===== src/rtl/syndrome_calc.sv =====
`default_nettype none
// ---------------------------------------------------------------------------
// syndrome_calc : two-stage syndrome / error-count pipeline with counters
// Revision 1.0
// ---------------------------------------------------------------------------
module syndrome_calc #(
  parameter int AMBA_WORD = 32,
  parameter int CNT_WIDTH = 16
) (
  input  logic                 clk,
  input  logic                 rst,
  input  logic                 in_valid,
  output logic                 in_ready,
  input  logic [AMBA_WORD-1:0] in_data,
  input  logic                 in_small,
  input  logic                 in_medium,
  output logic                 out_valid,
  input  logic                 out_ready,
  output logic [AMBA_WORD-1:0] out_data,
  output logic                 out_small,
  output logic                 out_medium,
  output logic [4:0]           S,
  output logic [1:0]           NOF,
  input  logic                 cnt_clear,
  output logic [CNT_WIDTH-1:0] single_cnt,
  output logic [CNT_WIDTH-1:0] double_cnt
);

  localparam logic [CNT_WIDTH-1:0] c_cnt_max    = '1;
  localparam logic [AMBA_WORD-1:0] c_mask_small = AMBA_WORD'(32'h0000_00FF);
  localparam logic [AMBA_WORD-1:0] c_mask_med   = AMBA_WORD'(32'h0000_FFFF);
  localparam logic [1:0]           c_nof_none   = 2'b00;
  localparam logic [1:0]           c_nof_single = 2'b01;
  localparam logic [1:0]           c_nof_double = 2'b10;

  // Data bits take the non-power-of-two values in ascending order.
  function automatic logic [4:0] h_col(input int k);
    int v;
    if (k < 5) return 5'(1 << k);
    if (k == 5) return 5'd0;
    v = 2;
    for (int i = 0; i < k - 5; i++) begin
      v = v + 1;
      if (v == 4 || v == 8 || v == 16) v = v + 1;
    end
    return v[4:0];
  endfunction

  logic                 r_s1_valid;
  logic [AMBA_WORD-1:0] r_s1_data;
  logic                 r_s1_small;
  logic                 r_s1_medium;

  logic                 r_out_valid;
  logic [AMBA_WORD-1:0] r_out_data;
  logic                 r_out_small;
  logic                 r_out_medium;
  logic [4:0]           r_syn;
  logic [1:0]           r_nof;
  logic [CNT_WIDTH-1:0] r_single_cnt;
  logic [CNT_WIDTH-1:0] r_double_cnt;

  logic                 w_s2_advance;
  logic                 w_in_fire;
  logic                 w_out_fire;
  logic [AMBA_WORD-1:0] w_masked;
  logic [4:0]           w_syn;
  logic                 w_par;
  logic [1:0]           w_nof;

  assign w_s2_advance = !r_out_valid || out_ready;
  assign in_ready     = !r_s1_valid || w_s2_advance;
  assign w_in_fire    = in_valid && in_ready;
  assign w_out_fire   = r_out_valid && out_ready;

  always_comb begin
    w_masked = in_data;
    if (in_small)       w_masked = in_data & c_mask_small;
    else if (in_medium) w_masked = in_data & c_mask_med;
  end

  always_comb begin
    w_syn = 5'd0;
    for (int k = 0; k < AMBA_WORD; k++) begin
      if (r_s1_data[k]) w_syn = w_syn ^ h_col(k);
    end
    w_par = ^r_s1_data;
    if (w_par)              w_nof = c_nof_single;
    else if (w_syn == 5'd0) w_nof = c_nof_none;
    else                    w_nof = c_nof_double;
  end

  always_ff @(posedge clk) begin
    if (rst) begin
      r_s1_valid  <= 1'b0;
      r_s1_data   <= '0;
      r_s1_small  <= 1'b0;
      r_s1_medium <= 1'b0;
    end else if (in_ready) begin
      r_s1_valid <= in_valid;
      if (in_valid) begin
        r_s1_data   <= w_masked;
        r_s1_small  <= in_small;
        r_s1_medium <= in_medium && !in_small;
      end
    end
  end

  // Payload only moves on a real word so a bubble never disturbs held fields.
  always_ff @(posedge clk) begin
    if (rst) begin
      r_out_valid  <= 1'b0;
      r_out_data   <= '0;
      r_out_small  <= 1'b0;
      r_out_medium <= 1'b0;
      r_syn        <= 5'd0;
      r_nof        <= c_nof_none;
    end else if (w_s2_advance) begin
      r_out_valid <= r_s1_valid;
      if (r_s1_valid) begin
        r_out_data   <= r_s1_data;
        r_out_small  <= r_s1_small;
        r_out_medium <= r_s1_medium;
        r_syn        <= w_syn;
        r_nof        <= w_nof;
      end
    end
  end

  always_ff @(posedge clk) begin
    if (rst || cnt_clear) begin
      r_single_cnt <= '0;
      r_double_cnt <= '0;
    end else if (w_out_fire) begin
      if (r_nof == c_nof_single && r_single_cnt != c_cnt_max)
        r_single_cnt <= r_single_cnt + 1'b1;
      if (r_nof == c_nof_double && r_double_cnt != c_cnt_max)
        r_double_cnt <= r_double_cnt + 1'b1;
    end
  end

  assign out_valid  = r_out_valid;
  assign out_data   = r_out_data;
  assign out_small  = r_out_small;
  assign out_medium = r_out_medium;
  assign S          = r_syn;
  assign NOF        = r_nof;
  assign single_cnt = r_single_cnt;
  assign double_cnt = r_double_cnt;

endmodule
`default_nettype wire


===== config.mk =====
export PLATFORM = sky130hd
export DESIGN_NAME = syndrome_calc
export DESIGN_NICKNAME = d
export VERILOG_FILES = /design/src/rtl/syndrome_calc.sv
export SDC_FILE = /design/constraint.sdc
export NUM_CORES = 1
export LEC_CHECK = 0
export ABC_CLOCK_PERIOD_IN_PS = 2250
export CAP_MARGIN = 25
export CORE_MARGIN = 2
export CORE_UTILIZATION = 45
export DETAILED_ROUTE_END_ITERATION = 10
export GPL_TIMING_DRIVEN = 1
export HOLD_SLACK_MARGIN = 0.02
export MAX_ROUTING_LAYER = met4
export PLACE_DENSITY = 0.77
export SETUP_SLACK_MARGIN = 0.2
export SYNTH_ARGS = -nofsm -noshare
export SYNTH_HDL_FRONTEND = slang
export SYNTH_SLANG_ARGS = --single-unit

===== constraint.sdc =====
create_clock -name clk -period 2.25 [get_ports clk]
set_clock_uncertainty 0.2 [all_clocks]
set_input_delay 0.45 -clock clk [delete_from_list [all_inputs] [get_ports clk]]
set_output_delay 0.45 -clock clk [all_outputs]
set_load 0.05 [all_outputs]

# ---- After elaboration in Yosys (flattened, before gate mapping)
# Index checks and enable logic that the tools add are counted.
dict set report totals {
  ff_bits 109
  input_bits 39
  out_inout_bits 75
  word_cells 2841
}
dict set report op_classes {
  add_sub_neg 602
  n_eq_ne 904
  mux 676
  bitwise_logic 31
  n_reduce_logical 616
}
# cell count
set ops {}
lappend ops {{$mux W32} 578}
lappend ops {{$add A32 B2 Y32 const B} 576}
lappend ops {{$eq A32 B4 Y1 const B} 300}
lappend ops {{$eq A32 B5 Y1 const B} 300}
lappend ops {{$eq A32 B6 Y1 const B} 300}
lappend ops {{$logic_or A1 B1 Y1} 603}
lappend ops {{$mux W5} 85}
lappend ops {{$xor A5 B5 Y5} 30}
lappend ops {{$add A5 B2 Y5 const B} 24}
lappend ops {{$add A16 B1 Y16 const B} 2}
lappend ops {{$ne A16 B16 Y1 const B} 2}
lappend ops {{$reduce_xor A32 Y1} 1}
lappend ops {{$mux W2} 6}
lappend ops {{$reduce_and A2 Y1} 4}
lappend ops {{$logic_not A5 Y1} 1}
lappend ops {{$mux W1} 5}
lappend ops {{$logic_and A1 B1 Y1} 4}
lappend ops {{$mux W4} 1}
lappend ops {{$logic_not A1 Y1} 3}
lappend ops {{$mux W3} 1}
lappend ops {{$eq A2 B1 Y1 const B} 1}
lappend ops {{$eq A2 B2 Y1 const B} 1}
lappend ops {{$not A2 Y2} 1}

# ---- Logic depth before layout (Yosys ltp)
dict set report logic_depth {
  ltp_word 150
  ltp_mapped 8
  mapped_depth_nobuf 7
}

# ---- Least setup slack after synthesis
# OpenSTA, ideal clock, no wires.
dict set report synth_path {
  path_kind {register -> register}
  start {reg r_double_cnt[0], in the netlist double_cnt[0]}
  end {reg r_double_cnt[12], in the netlist double_cnt[12]}
  setup_time_ps 128
  arrival_time_ps 2135
  required_ps 1922
  slack_ps -212
  stages_incl_launch_ff 9
  synth_period_minus_slack_ps 2462
  cell_sequence {dfxtp_1 > ha_1 > nand4_1 > nor4_1 > or3_1 > clkbuf_1 > nor3_1 > xnor2_1 > nor2_1}
}
dict set report synth_between {
  elab_chain_len 3
}
# item line
set synth_lines {}
lappend synth_lines {{start: declaration} 61} ;# logic [CNT_WIDTH-1:0] r_double_cnt;
lappend synth_lines {{start signal: assignment} 138} ;# r_double_cnt <= r_double_cnt + 1'b1;
lappend synth_lines {{parallel branches: the longest is 3 deep, another holds $add A16 B1 Y16} -}
# Parallel ways; which one is timed is not known.
# A chain may end at the register's enable or synchronous reset.

# ---- Worst setup path after layout
dict set report layout_path {
  start {reg r_s1_data[31]}
  end {reg r_nof[0], in the netlist NOF[0]}
}
dict set report layout_between {
  elab_chain_len 2
}
# item line
set layout_lines {}
lappend layout_lines {{start: declaration} 50} ;# logic [AMBA_WORD-1:0] r_s1_data;
lappend layout_lines {{start signal: assignment} 102} ;# r_s1_data <= w_masked;
lappend layout_lines {{$reduce_xor A32 Y1} 87} ;# w_par = ^r_s1_data;
lappend layout_lines {{$mux W2} 88} ;# if (w_par) w_nof = c_nof_single;
lappend layout_lines {{end signal: assignment} 117} ;# r_nof <= c_nof_none;
lappend layout_lines {{end signal: assignment} 125} ;# r_nof <= w_nof;
lappend layout_lines {{end: declaration} 59} ;# logic [1:0] r_nof;
# No other way between the ends.

==> summary by stage <==
Synth
The library cell with the largest summed area after synthesis is sky130_fd_sc_hd__dfxtp_1. The flip-flop cell with the highest count after synthesis is sky130_fd_sc_hd__dfxtp_1. Synthesis produced 560 cells. The Yosys step of the flow raised 0 warnings. The sequential fraction of the synthesis area is 46.2%. The number of storage elements in the synthesis netlist is 109. Sorting the synthesized cells by how often they occur yields sky130_fd_sc_hd__nand2_1 (126), sky130_fd_sc_hd__dfxtp_1 (109), sky130_fd_sc_hd__a21oi_1 (74), sky130_fd_sc_hd__xnor2_1 (50), sky130_fd_sc_hd__nor2_1 (45). The mapped netlist covers about 4700 um2.

The fraction of synthesis flops using an asynchronous set or reset pin is 0%. The area fraction of the dominant cell type after synthesis is 46.2%. The synthesized net count is 601.

Yosys mapped a number of flops with a built-in enable equal to 0. The cell with the most instances after synthesis is sky130_fd_sc_hd__nand2_1. Ranked by total cell area, the synthesized netlist is headed by sky130_fd_sc_hd__dfxtp_1 (46%), sky130_fd_sc_hd__nand2_1 (10%), sky130_fd_sc_hd__xnor2_1 (9.3%).

The mean instance size in the synthesized netlist is between 8 and 9 um2. The number of distinct library cells after synthesis is 35.

Power
The peak supply drop is 0.430 mV. For this design the total switching power over the nets is 1.06 mW. The proportion of power drawn by flip-flops and latches is 51.1%. In this run the static leakage power is 2.69 nW. Combinational cells account for 19.5% of the total power. The switching part of the total is 26.8%.

Power comes to 3.95 mW. Dividing total power by cell area gives a power density of around 600 nW/um2. The internal cell power is 2.89 mW. The part of the power in the clock network is 29.5%.

Die
Pin placement for this block handled 114 I/O pins. Once the floorplan was initialized, standard cells occupied 46.1% of the core. The vertical die dimension is 106 um. The number of cell rows is 37.

The die covers about 11000 um2. In this run the standard cell core region covers 10200 um2. The floorplan die width is 106 um.

Global routing
The first global-routing pass estimated 19.1 mm of wire. The number of global-route vias before repair is slightly above 4000. Summed over all layers, the global routing overflow is 0.

The combined global-route utilization of all metal layers is a little over a fifth. Entering global routing, the biggest net connects 78 pins. The initial antenna violation count was 0.

Routing
The length of the first detailed-routing pass in iterations is 5. After detailed routing, the average wire length per cell comes to 14.7 um. The via density per instance is 5.18.

The count of nets left with antenna violations once routing finished came out at 0. Detailed routing placed a total of just under 800 um of wire on met3. The highest metal layer carrying signal wires in the routed design is met4. The via count is ~4300. The post-route DRC violation count is 0. For this block, wires on met1 add up to 5.26 mm. The first routing iteration left 154 violations.

The routed design has 12.2 mm of wire. The total length of routed met2 wires is 5.95 mm.

Hold path
The beginning of the worst hold path is out_data[10]. The path with the worst hold slack has its endpoint at out_data[10]. The number of stages on the worst hold path is 2. The class of the worst hold path is reg -> reg.

Final layout
The layout overhead on the synthesized area is 39.4%. The number of nets in the layout is 733. The cell area after layout is approximately 6600 um2.

The share of final-layout standard cells stronger than drive strength 1 is 18.4%. The count of antenna diodes in the layout is 0. The number of filler cells placed in the layout is 869.

Worst setup path
The cell family with the largest share of critical-path delay is XOR/XNOR gates. Data arrives at the worst endpoint at 2230 ps. The element type at the critical path end is a flip-flop. The cell repeated most along the worst path is sky130_fd_sc_hd__xnor2_2. The cell with the biggest individual delay on the critical path is sky130_fd_sc_hd__xnor3_2. The depth of the most critical reg-to-reg path is 7. The kind of critical path is reg -> reg. On the worst path, the slowest cell contributes a delay of a little under 500 ps.

The worst setup path is launched from a flip-flop. The number of buffers and inverters on the critical path is 2. Data on the critical path is required at its endpoint by 2320 ps.

The destination of the worst register-to-register timing path is NOF[0]. The startpoint identified for the worst register-to-register timing path is r_s1_data[31]. The signal on the critical path passes through xnor2_2 > xnor2_2 > buf_4 > xnor2_2 > xnor3_2 > buf_4 > a211oi_2. Across all register-to-register paths, the minimum setup slack is 100 ps.

Of all nets on the critical path, the largest fanout is 4.

Clock network
The H-tree level count is 3. TritonCTS built the clock tree. Clock-pin slew was measured on the worst setup and hold paths at roughly 100 ps.

The clock reaches the later pin of the worst-skew pair after 350 ps. The hold buffer count at cts is 0. CTS saw approximately 110 sinks.

The clock buffer count from CTS is 9. The tree is rooted in a sky130_fd_sc_hd__clkbuf_8. The buffer depth of the longest clock path is 2.

STA
The worst slew margin relative to its limit is 63.8%. For the finished layout, the period the worst path requires is 2150 ps. The number of hold violations in the final report is 0.

Setup repair after global routing could not meet its margin everywhere. The number of endpoints failing setup at the final stage is 0. The setup slack of the critical path after layout is 96.3 ps. For the pin with the worst max-slew slack, the measured transition is 546 ps. The upper clock frequency limit is 464 MHz. The number of pins with negative max-slew slack in the final report is 0. The setup total negative slack is 0 ps.

The final critical path takes up 95.7% of the cycle. The final worst hold slack is 258 ps.

Placement
Summing all placed instances gives a cell area of roughly 6200 um2. The total half-perimeter wirelength after legalization and detailed placement is 8.48 mm. The weighted congestion at the end of routability-driven global placement is roughly 0.89. Port buffering added ~110 buffers.

At the placement stage, the worst setup path has a slack of -167 ps.

Status
The run finished with clean final reports.

Flow run
The tool flagged a number of max-cap violations equal to 0.
-- cells in the final DEF (no fill, tap or decap), types with 9 or more instances in the layout --
| cell type | n |
|---|---|
| sky130_fd_sc_hd__a21oi_1 | 74 |
| sky130_fd_sc_hd__buf_4 | 39 |
| sky130_fd_sc_hd__clkbuf_8 | 10 |
| sky130_fd_sc_hd__clkdlybuf4s50_1 | 36 |
| sky130_fd_sc_hd__dfxtp_1 | 73 |
| sky130_fd_sc_hd__dfxtp_2 | 30 |
| sky130_fd_sc_hd__dlygate4sd2_1 | 72 |
| sky130_fd_sc_hd__nand2_1 | 125 |
| sky130_fd_sc_hd__nand3_1 | 24 |
| sky130_fd_sc_hd__nand3b_1 | 9 |
| sky130_fd_sc_hd__nand4_1 | 12 |
| sky130_fd_sc_hd__nor2_1 | 44 |
| sky130_fd_sc_hd__xnor2_1 | 40 |
| sky130_fd_sc_hd__xnor2_2 | 10 |
| sky130_fd_sc_hd__xor2_1 | 25 |
-- kinds of logic after synthesis --
family                     count (synthesis)  synth area share, %
xor gates and xnor gates                  83                 17.5
AOI/OAI and AO/OA                         81                 8.85
adders and majority gates                  2                0.530
and+or+nand+nor                          252                 24.2
DFF                                      109                 46.2
buffers and inverters                     33                 2.70
-- what timing repair did --
action,4_1_cts,5_1_grt
cloned,0,1
hold endpoints to repair,0,0
pin swaps,5,8
resized for setup,85,20
setup buffers,3,9
setup endpoints to repair,76,31
-- state kept, by name, indices dropped and copies added (netlist names), 2 cells and up --
signal      cells
NOF             2
S               5
double_cnt     16
out_data       32
r_s1_data      32
single_cnt     16
-- per-stage QoR --
step	cells	util, %
2_1_floorplan	560	-
3_3_place_gp	804	60.8
3_5_place_dp	804	60.8
4_1_cts	822	62.7
5_1_grt	832	64.3
6_report	832	64.3
-- worst register-to-register path, cell delays in order (launching register included) --
cell and delay (ps):
sky130_fd_sc_hd__dfxtp_2 380, sky130_fd_sc_hd__xnor2_2 170, sky130_fd_sc_hd__xnor2_2 160, sky130_fd_sc_hd__buf_4 150, sky130_fd_sc_hd__xnor2_2 230, sky130_fd_sc_hd__xnor3_2 490
sky130_fd_sc_hd__buf_4 150, sky130_fd_sc_hd__a211oi_2 150
-- how the worst max path moves through the flow --
| stage | start | end | slack [ps] | depth (start not counted) |
|---|---|---|---|---|
| final | r_s1_data[31] | NOF[0] | 100 | 7 |
| after global routing | r_s1_data[27] | NOF[1] | 2 | 6 |
| after detailed placement | out_ready | double_cnt[8] | -170 | 5 |
| after global placement | out_ready | double_cnt[14] | -100 | 6 |
| after CTS | r_s1_data[16] | NOF[1] | 90 | 6 |
| after floorplan | double_cnt[4] | double_cnt[15] | 120 | 6 |
-- power by group through the flow --
stage / combinational [mW] / sequential, mW / clock (mW)
6_report: 0.768 / 2.02 / 1.16
5_1_grt: 0.823 / 2.02 / 1.27
4_1_cts: 0.713 / 2.02 / 1.21
3_5_place_dp: 0.697 / 2.06 / 0
3_3_place_gp: 0.688 / 2.06 / 0
2_1_floorplan: 0.391 / 2.14 / 0
-- layout make-up --
cell class                      instances  area (um2)  share of cell area [%]
Multi-Input combinational cell        419        2610                    39.6
Sequential cell                       109        2240                    34.1
Timing Repair Buffer                  152        1370                    20.8
Tap cell                              136         170                    2.59
Clock buffer                           12         145                    2.21
Clock inverter                          3        45.0                   0.684
Inverter                                1        3.75                  0.0570
-- per-layer routing --
| metal | vias up | track usage, % |
|---|---|---|
| li1 | 2134 | - |
| met1 | 2001 | 26.4 |
| met5 | - | - |
| met2 | 160 | 35.5 |
| met3 | 17 | 3.92 |
| met4 | 0 | 5.66 |
(Power assumes the default switching activity.)
